$ cat config.mk
export PLATFORM = sky130hd
export DESIGN_NAME = seven_segment_scanner
export DESIGN_NICKNAME = d
export VERILOG_FILES = /design/src/rtl/seven_segment_scanner.sv
export SDC_FILE = /design/constraint.sdc
export NUM_CORES = 1
export LEC_CHECK = 0
export BUFFER_PORTS_ARGS = -buffer_cell sky130_fd_sc_hd__buf_2
export CORE_ASPECT_RATIO = 0.9
export CORE_UTILIZATION = 26
export CTS_BUF_LIST = sky130_fd_sc_hd__clkbuf_4 sky130_fd_sc_hd__clkbuf_8 sky130_fd_sc_hd__clkbuf_16
export DETAILED_ROUTE_END_ITERATION = 7
export PLACE_DENSITY = 0.43
export SETUP_SLACK_MARGIN = 0.2
export SLEW_MARGIN = 20
export SYNTH_ARGS = -nofsm -noshare
export SYNTH_HDL_FRONTEND = slang
export SYNTH_SLANG_ARGS = --single-unit
$ cat constraint.sdc
create_clock -name clk -period 2.9 [get_ports clk]
set_clock_uncertainty 0.2 [all_clocks]
set_input_delay 0.58 -clock clk [delete_from_list [all_inputs] [get_ports clk]]
set_output_delay 0.58 -clock clk [all_outputs]
set_load 0.05 [all_outputs]
$ cat src/rtl/seven_segment_scanner.sv
// Multiplexed seven-segment scanner with PWM brightness.
// Frame data is double-buffered and swapped only on frame boundaries.
//
// Ports:
//   clk, rst    : clock, async active-high reset
//   load_valid  : new frame offered
//   load_ready  : shadow buffer free
//   load_data   : hex nibbles, digit k = [4k+3:4k]
//   load_blank  : per-digit blank mask
//   brightness  : lit phases per slot (0..15)
//   digit_en    : one-hot digit select, or zero
//   display     : segments, bit6 = top .. bit0 = middle
//   digit_idx   : digit currently scanned
module seven_segment_scanner #(
  parameter int NUM_DIGITS = 4,
  parameter int PHASE_LEN  = 64
) (
  input  logic                          clk,
  input  logic                          rst,
  input  logic                          load_valid,
  output logic                          load_ready,
  input  logic [4*NUM_DIGITS-1:0]       load_data,
  input  logic [NUM_DIGITS-1:0]         load_blank,
  input  logic [3:0]                    brightness,
  output logic [NUM_DIGITS-1:0]         digit_en,
  output logic [6:0]                    display,
  output logic [$clog2(NUM_DIGITS)-1:0] digit_idx
);

  localparam int IW = $clog2(NUM_DIGITS);
  localparam int PW = (PHASE_LEN > 1) ? $clog2(PHASE_LEN) : 1;

  logic [PW-1:0]           r_phase_cnt;
  logic [3:0]              r_phase;
  logic [IW-1:0]           r_digit;
  logic                    r_pending;
  logic [4*NUM_DIGITS-1:0] r_shadow_data;
  logic [NUM_DIGITS-1:0]   r_shadow_blank;
  logic [4*NUM_DIGITS-1:0] r_active_data;
  logic [NUM_DIGITS-1:0]   r_active_blank;
  logic [NUM_DIGITS-1:0]   r_digit_en;
  logic [6:0]              r_display;
  logic [IW-1:0]           r_digit_idx;

  logic                    w_pc_wrap;
  logic                    w_ph_wrap;
  logic                    w_boundary;
  logic                    w_accept;
  logic [3:0]              w_nibble;
  logic [6:0]              w_seg;
  logic                    w_lit;
  logic [NUM_DIGITS-1:0]   w_onehot;

  assign w_pc_wrap  = (r_phase_cnt == PW'(PHASE_LEN - 1));
  assign w_ph_wrap  = w_pc_wrap && (r_phase == 4'hF);
  assign w_boundary = w_ph_wrap && (r_digit == IW'(NUM_DIGITS - 1));
  assign w_accept   = load_valid && !r_pending;
  assign load_ready = !r_pending;

  assign w_nibble = r_active_data[{r_digit, 2'b00} +: 4];
  assign w_onehot = NUM_DIGITS'(1) << r_digit;
  assign w_lit    = (r_phase < brightness) && !r_active_blank[r_digit];

  always_comb begin
    w_seg = 7'h00;
    case (w_nibble)
      4'h0: w_seg = 7'h7E;
      4'h1: w_seg = 7'h30;
      4'h2: w_seg = 7'h6D;
      4'h3: w_seg = 7'h79;
      4'h4: w_seg = 7'h33;
      4'h5: w_seg = 7'h5B;
      4'h6: w_seg = 7'h5F;
      4'h7: w_seg = 7'h70;
      4'h8: w_seg = 7'h7F;
      4'h9: w_seg = 7'h7B;
      4'hA: w_seg = 7'h77;
      4'hB: w_seg = 7'h1F;
      4'hC: w_seg = 7'h4E;
      4'hD: w_seg = 7'h3D;
      4'hE: w_seg = 7'h4F;
      4'hF: w_seg = 7'h47;
      default: w_seg = 7'h00;
    endcase
  end

  always_ff @(posedge clk or posedge rst) begin
    if (rst) begin
      r_phase_cnt    <= '0;
      r_phase        <= '0;
      r_digit        <= '0;
      r_pending      <= 1'b0;
      r_shadow_data  <= '0;
      r_shadow_blank <= '0;
      r_active_data  <= '0;
      r_active_blank <= '1;
      r_digit_en     <= '0;
      r_display      <= '0;
      r_digit_idx    <= '0;
    end else begin
      r_phase_cnt <= w_pc_wrap ? '0 : r_phase_cnt + PW'(1);
      if (w_pc_wrap)
        r_phase <= r_phase + 4'd1;
      if (w_ph_wrap)
        r_digit <= w_boundary ? '0 : r_digit + IW'(1);

      // accept and swap are exclusive: accept needs pending clear
      if (w_accept) begin
        r_shadow_data  <= load_data;
        r_shadow_blank <= load_blank;
        r_pending      <= 1'b1;
      end else if (w_boundary && r_pending) begin
        r_active_data  <= r_shadow_data;
        r_active_blank <= r_shadow_blank;
        r_pending      <= 1'b0;
      end

      r_digit_en  <= w_lit ? w_onehot : '0;
      r_display   <= w_lit ? w_seg : 7'h00;
      r_digit_idx <= r_digit;
    end
  end

  assign digit_en  = r_digit_en;
  assign display   = r_display;
  assign digit_idx = r_digit_idx;

endmodule

# [Yosys cells after proc, flatten, opt, wreduce, memory -nomap -nowiden]
# Memories as Yosys holds them, arrays and structs flattened.
# Cells that the tools add are included.
[classes] shifts=2 n_lt_le_gt_ge=2 bitwise_logic=1 n_mux=8 n_eq_ne=3 n_reduce_logical=9 add_sub_neg=3
[op_table] operator="$shiftx 16x5->4" count=1
[op_table] operator="$mux 7" count=1
[op_table] operator="$add 6x1->6 const B" count=1
[op_table] operator="$eq 6x6->1 const B" count=1
[op_table] operator="$mux 6" count=1
[op_table] operator="$logic_and 1x1->1" count=5
[op_table] operator="$add 4x1->4 const B" count=1
[op_table] operator="$eq 4x4->1 const B" count=1
[op_table] operator="$lt 4x4->1" count=1
[op_table] operator="$mux 4" count=1
[op_table] operator="$shl 1x2->4 const A" count=1
[op_table] operator="$lt 2x3->1 const B" count=1
[op_table] operator="$mux 1" count=3
[op_table] operator="$add 2x1->2 const B" count=1
[op_table] operator="$bmux 1 s2" count=1
[op_table] operator="$eq 2x2->1 const B" count=1
[op_table] operator="$logic_not 1->1" count=2
[op_table] operator="$mux 2" count=1
[op_table] operator="$reduce_and 2->1" count=1
[op_table] operator="$reduce_bool 2->1" count=1
[op_table] operator="$not 1->1" count=1
[totals] register_bits=66 memories=1 mem_bits_ro=112
[mem_list] name="(name not given)" words=16 word_bits=7 rd=1 rd_clocked_by_memory_dff=0 write_ports=0 line="66" rtl="case (w_nibble)"

# [Logic depth before layout (Yosys ltp)]
# Gate-level depths: netlist (run 1).
[depth] ltp_word=6 mapped_depth=7

# [Least setup slack after synthesis (run 1)]
# OpenSTA, ideal clock, no wires.
[synth_timing] kind="reg-to-reg" startpoint="reg r_digit[0]" endpoint="reg r_display[3] (netlist: display[3])" slack_ns=0.618 synth_period_minus_slack_ns=2.282 path_stages_with_launch=8 required_ns=2.628 arrival_time_ns=2.010 setup_time_ns=0.072 cell_sequence="dfrtp_1 buf_6 mux4_1 inv_1 ha_1 inv_1 mux4_1 nor2_1"
[synth_via] elab_chain_len=5 elab_cells_between_ends=7 cone_classes="shift: 1; mux: 3; reduce/logical: 2; memory: 1"
[synth_rtl] item="from (decl)" line="35" rtl="logic [IW-1:0] r_digit;"
[synth_rtl] item="from (signal assigned)" line="105" rtl="r_digit <= w_boundary ? '0 : r_digit + IW'(1);"
[synth_rtl] item="branches (longest 4 deep; another with $mem_v2 16x7)"
[synth_rtl] item="$mux 7 (*)" line="119" rtl="r_display <= w_lit ? w_seg : 7'h00;"
[synth_rtl] item="to (signal assigned)" line="119"
[synth_rtl] item="to (decl)" line="42" rtl="logic [6:0] r_display;"
# Mark *: on every way between the ends. The select of a mux whose other input is x is not followed.
# A chain may end at the register's enable or synchronous reset.

# [Worst setup path after layout (run 1)]
[layout_timing] startpoint="reg r_phase_cnt[0]" endpoint="reg r_active_data[8]"
[layout_via] elab_chain_len=5
[layout_rtl] item="from (decl)" line="33" rtl="logic [PW-1:0] r_phase_cnt;"
[layout_rtl] item="from (signal assigned)" line="101" rtl="r_phase_cnt <= w_pc_wrap ? '0 : r_phase_cnt + PW'(1);"
[layout_rtl] item="$eq 6x6->1" line="54" rtl="assign w_pc_wrap = (r_phase_cnt == PW'(PHASE_LEN - 1));"
[layout_rtl] item="$logic_and 1x1->1" line="55" rtl="assign w_ph_wrap = w_pc_wrap && (r_phase == 4'hF);"
[layout_rtl] item="$logic_and 1x1->1" line="56" rtl="assign w_boundary = w_ph_wrap && (r_digit == IW'(NUM_DIGITS - 1));"
[layout_rtl] item="$logic_and 1x1->1" line="112" rtl="end else if (w_boundary && r_pending) begin"
[layout_rtl] item="$reduce_and 2->1 (no source line)"
[layout_rtl] item="to (signal assigned)" line="113" rtl="r_active_data <= r_shadow_data;"
[layout_rtl] item="to (decl)" line="39" rtl="logic [4*NUM_DIGITS-1:0] r_active_data;"
# No other way between the ends.

==> flow_summary.toml, run 1 <==
[die]
dieArea_um2 = 12200
ios = 41
die-width_um = 116
num_rows = 37
die_h_um = 105
placeableCoreArea_um2 = 11400
start_util_pct = 26.7

[power]
p_clk_share_pct = 54.6
p_sw_uw = 441
power_mw = 2.33
p_seq_share_pct = 41.8
pwr-share-comb_pct = 3.6
p_leak_nw = 1.75
power.density_nw_per_um2 = 614
p_int_mw = 1.89
vdd_drop_max_v = 0.000355
swShare_pct = 18.9

[worst_setup_path]
critPathSlowestCell = "or4_4"
cp-start-kind = "flop"
critPathMaxStageDelay_ns = 0.53
cp.required_ns = 2.91
setup.worst_path.end_class = "flop"
arrival_ns = 2.39
crit_chain = "ha_1, nand2_1, or4_4, nor3_4, buf_4, mux2_2"
cp_top_family = "simple AND/OR/NAND/NOR gates"
path_max_fanout = 21
path_buf_inv = 1
crit_type = "reg2reg"

[cells_and_area]
antenna_cells = 0
drive_above_1_share_pct = 43.0
stdcell_count = 435
fin_util_pct = 33.3
nets = 316
area.growth.synth_to_final_pct = 24.7

[synth]
synth_area_um2 = 3050
async_reset_ff_share_pct = 100
synth.area.top_cells = "dfrtp_1 51%, mux2_2 16%, ha_1 6.2%, mux4_1 4.3%, dfstp_2 3.4%"
yosys-top-cells-count = "62 x dfrtp_1, 43 x mux2_2, 16 x inv_1"
synth_top_area_cell = "dfrtp_1"
synth-edff-count = 0
synth.most_common_cell = "dfrtp_1"
ys_ff_latch = 66
yosysUniqueCellTypes = 35
ys.flop_type = "dfrtp_1"
seq_area_frac_synth_pct = 54.3
synth_cells = 224
ys_warn_count = 0
synth_fp_nets = 266
syn_area_per_cell_um2 = 13.6
synth_top_area_share_pct = 50.9

[detailed_routing]
drt-initial-drc-count = 48
wl_met3_um = 286
dr.pass1.iters = 4
ant_nets = 0
avgRoutedWirePerCell_um = 12.9
drc = 0
routed-wl-met2_um = 2390
num_vias = 1774
top_layer = "met4"
drt-met1-wl_um = 2790
via_per_inst = 4.08
drt_wl_total_um = 5600

[clock_network]
cts_root_buf = "clkbuf_16"
clk_pin_slew_ns = 0.05
cts.sinks = 66
cts-buffers-inserted = 9
ctsHoldBuffers = 0
insertion_delay_ns = 0.33
htree_levels = 3
clock_path_buffers = 2
cts_tree = "built"
cts_setup_buffers = 0
post_cts_resized = 0

[sta]
hold_viol_final = 0
setup_violations = 0
min_period_ns = 2.37
rsz0062_at_grt = "no"
tns_ns = 0
drv_slew = 0
max_freq_ghz = 0.421
worst_pin_slew_ns = 0.555
finalCritPeriodShare_pct = 81.9
slew_headroom_pct = 62.8

[status]
status = "finished clean"

[flow_run]
maxCapViolCount = 0

[grt]
grt_pass1_wl_um = 9570
grt-ovfl-total = 0
globalRouteTotalUtil_pct = 10.8
antenna_found_initial = 0
grt_pass1_vias = 1834
grt_max_degree = 29

[worst_hold_path]
min_path_type = "in2async"

[place]
port_buffers = 40
placedCellCount = 419
hpwlAfterDp_um = 3970
globalplace.congestion = 0.697
cell type report:
class | count | area (µm²)
clock inverter | 4 | 97.6
clock buffer | 12 | 260
tap | 156 | 195
fill | 1156 | 7630
multi-input combinational | 134 | 1280
sequential | 66 | 1660
timing repair buffer | 47 | 253
inverter | 16 | 60.1
per-stage QoR:
step | setup WS, ns | instance area, µm² | hold WS (ns)
after floorplan | 0.472 | 3050 | 0.222
after global placement | 0.554 | 3440 | 0.279
after detailed placement | 0.520 | 3440 | 0.275
after CTS | 0.511 | 3800 | 0.0649
after global routing | 0.410 | 3800 | 0.0970
final | 0.526 | 3800 | 0.0602
power by group through the flow:
stage	logic, mW	clock network, mW	registers (mW)
after floorplan	0.0466	0	0.992
after global placement	0.0866	0	0.991
after detailed placement	0.0883	0	0.991
after CTS	0.0884	1.32	0.975
after global routing	0.0970	1.36	0.979
final	0.0852	1.27	0.975
cells by family after synthesis:
kind of cell / synth area share, %
compound gates: 3.57
flops: 54.3
xor+xnor: 2.30
fa+ha+maj: 6.16
buf+inv: 3.78
simple gates: 7.30
mux: 22.6
cell usage in the layout (no fill, tap or decap), types with 2 or more instances in the layout:
master     netlist  layout
buf_2            2      40
o21ai_0          5       5
nor2_1          15      15
inv_1           16      15
a21oi_1          3       3
mux2i_1          5       5
nand3_1          2       2
bufinv_16        0       3
or2_2            2       2
nor3_1           2       2
xor2_1           3       3
nand2_1          5       5
nor3b_1          6       6
dfrtp_1         62      62
mux2_2          43      43
xnor2_1          5       5
mux4_1           5       5
ha_1            15      15
dfstp_2          4       4
clkbuf_16        0       9
a211oi_1         4       4
clkbuf_8         0       2
buf_4            0       7
sequential cells by signal, summed over array words and instances (netlist names):
name and cells:
r_active_data 16, r_shadow_data 16, display 7, r_phase_cnt 6, digit_en 4, r_active_blank 4, r_phase 4, r_shadow_blank 4
digit_idx 2, r_digit 2, r_pending 1
layer usage:
| layer | up-vias | GRT usage (%) |
|---|---|---|
| met3 | 9 | 4.23 |
| li1 | 887 | - |
| met2 | 38 | 15.1 |
| met5 | - | 0 |
| met1 | 840 | 14.4 |
| met4 | 0 | 5.77 |
worst reg2reg max path, delay by kind of cell (launching register included):
family | cells | cell delay, ns
buf+inv | 1 | 0.30
simple gates | 3 | 0.74
flops | 1 | 0.40
mux | 1 | 0.38
fa+ha+maj | 1 | 0.24
final timing paths:
path / end / depth (start not counted) / startpoint / slack, ns
worst max register to register: r_active_data[8]$_DFFE_PP0P_ / 6 / r_phase_cnt[0]$_DFF_PP0_ / 0.53
worst min register to register: r_phase_cnt[5]$_DFF_PP0_ / 1 / r_phase_cnt[5]$_DFF_PP0_ / 0.29
worst min-delay path: r_shadow_blank[3]$_DFFE_PP0P_ / 2 / rst / 0.06
worst max-delay path: r_active_data[8]$_DFFE_PP0P_ / 6 / r_phase_cnt[0]$_DFF_PP0_ / 0.53
max in group asynchronous: r_active_blank[0]$_DFFE_PP1P_ / 3 / rst / 1.68
min in group clk: r_shadow_blank[0]$_DFFE_PP0P_ / 2 / load_blank[0] / 0.28
(Power assumes the default switching activity.)
==> run 2: changes to the inputs <==
- PLACE_DENSITY: 0.43 -> 0.45
- clock period: 2.9 -> 2.13 ns (I/O delays scaled with it)
==> run 2 against run 1 <==
The flow now finishes with violations (negative hold slack, negative setup slack); final cell count is 7.1% higher; clock-buffer cell count grew 1; first-iteration DRC count rose by 63%; critical path depth rose by 1; routed wire length up 7.4%; die area unchanged; sequential power up 36%; register-to-register slack lost 0.57 ns; non-clock buffer count increased by 31; largest power group unchanged; highest routed layer unchanged.
==> flow_summary.toml, run 2 (same netlist as run 1, synthesis figures left out) <==
[detailed_routing]
num_vias = 1927
drt-initial-drc-count = 78
avgRoutedWirePerCell_um = 12.9
dr.pass1.iters = 4
drc = 0
via_per_inst = 4.14
ant_nets = 0
drt_wl_total_um = 6020

[worst_setup_path]
timing.rr.start = "r_phase[0]$_DFFE_PP0N_"
cp-start-kind = "flop"
r2r_slack_ns = -0.04
cp.required_ns = 2.14
setup.worst_path.end_class = "flop"
cp-startpoint = "r_phase[0]$_DFFE_PP0N_"
arrival_ns = 2.18
crit_type = "reg2reg"
path_max_fanout = 5

[sta]
finalCritPeriodShare_pct = 102
whs_ns = -0.0197
max_freq_ghz = 0.460
rsz0062_at_grt = "yes"
setup_violations = 17
final.setup.worst_slack_ns = -0.0439
hold_viol_final = 11
min_period_ns = 2.17
drv_slew = 0
worst_pin_slew_ns = 0.542
slew_headroom_pct = 63.7

[place]
globalplace.congestion = 0.695
placedCellCount = 441
hpwlAfterDp_um = 4050
port_buffers = 40

[grt]
grt_max_degree = 67
antenna_found_initial = 0
grt-ovfl-total = 0
grt_pass1_wl_um = 9960
grt_pass1_vias = 1941
globalRouteTotalUtil_pct = 11.0

[die]
die-width_um = 116
start_util_pct = 26.7
placeableCoreArea_um2 = 11400
dieArea_um2 = 12200
num_rows = 37
ios = 41
die_h_um = 105

[clock_network]
insertion_delay_ns = 0.33
cts_root_buf = "clkbuf_16"
cts_tree = "built"
clock_path_buffers = 2
htree_levels = 3
cts-buffers-inserted = 9
cts.sinks = 66
ctsHoldBuffers = 0
clk_pin_slew_ns = 0.05

[cells_and_area]
final_cell_mix = "61 x dfrtp_1, 40 x buf_2, 27 x buf_4, 23 x mux2_2, 20 x mux2_4"
drive_above_1_share_pct = 56.1
antenna_cells = 0
nets = 347
layout_commonest_cell = "dfrtp_1"
stdcell_count = 466
area.growth.synth_to_final_pct = 39.1

[worst_hold_path]
min_path_type = "in2async"

[power]
power_mw = 2.99
vdd_drop_max_v = 0.000313
power.density_nw_per_um2 = 706
p_clk_share_pct = 51.6
p_seq_share_pct = 44.3
p_sw_uw = 612
p_leak_nw = 1.91
swShare_pct = 20.5
p_int_mw = 2.38
pwr-share-comb_pct = 4.1

[status]
status = "complete, but fails checks"
violations = "negative hold slack, negative setup slack"

[flow_run]
maxCapViolCount = 0
[run 2: layout make-up]
class / count / area, µm²
fill: 1127 / 7190
sequential: 66 / 1660
multi-input combinational: 134 / 1410
timing repair buffer: 78 / 597
clock buffer: 13 / 274
tap: 156 / 195
inverter: 16 / 63.8
clock inverter: 3 / 46.3
[run 2: timing repair]
| item | CTS | global route |
|---|---|---|
| resized for setup | 14 | 16 |
| setup endpoints to repair | 32 | 32 |
| setup buffers | 4 | 2 |
| cloned | 1 | 2 |
| pin swaps | 4 | 4 |
[run 2: path summary, 6_finish.rpt]
kind                                            endpoint  depth (start not counted)
min in group clk           r_shadow_blank[3]$_DFFE_PP0P_                          2
min                                 display[4]$_DFF_PP0_                          3
max reg2reg                 r_active_data[4]$_DFFE_PP0P_                          7
max in group asynchronous  r_active_blank[1]$_DFFE_PP1P_                          3
max                         r_active_data[4]$_DFFE_PP0P_                          7
min reg2reg                     r_phase_cnt[5]$_DFF_PP0_                          1
[run 2: layer usage]
layer	up-vias	routed length, µm	track usage [%]
met1	930	2970	15.1
met4	0	127	4.58
met2	39	2680	15.5
li1	948	-	-
met3	10	237	3.65
met5	-	0	0
[run 2: power by group through the flow]
stage / sequential, mW / clock [mW] / combinational [mW]
after floorplan: 1.35 / 0 / 0.0650
after global placement: 1.35 / 0 / 0.122
after detailed placement: 1.35 / 0 / 0.124
after CTS: 1.33 / 1.59 / 0.126
after global routing: 1.33 / 1.64 / 0.136
final: 1.33 / 1.54 / 0.121
[run 2: critical path: stages, from the launching register on]
cell and delay [ns]:
dfrtp_1 0.35, ha_2 0.19, nand2_2 0.05, or4_4 0.50
nor3_4 0.17, buf_6 0.15, clkbuf_16 0.15, mux2_4 0.30
[run 2: metrics by stage]
| step | hold WS, ns | setup slack [ns] | setup TNS [ns] | instance area [µm²] | util, % |
|---|---|---|---|---|---|
| finish | -0.0197 | -0.0439 | -0.355 | 4240 | 37.1 |
| global route | 0.0318 | -0.110 | -1.81 | 4240 | 37.1 |
| global placement | 0.269 | -0.106 | -0.712 | 3710 | 32.5 |
| CTS | 0.0118 | -0.0434 | -0.440 | 4130 | 36.1 |
| floorplan | 0.222 | -0.0663 | -0.730 | 3120 | - |
| detailed placement | 0.269 | -0.0871 | -1.03 | 3710 | 32.5 |
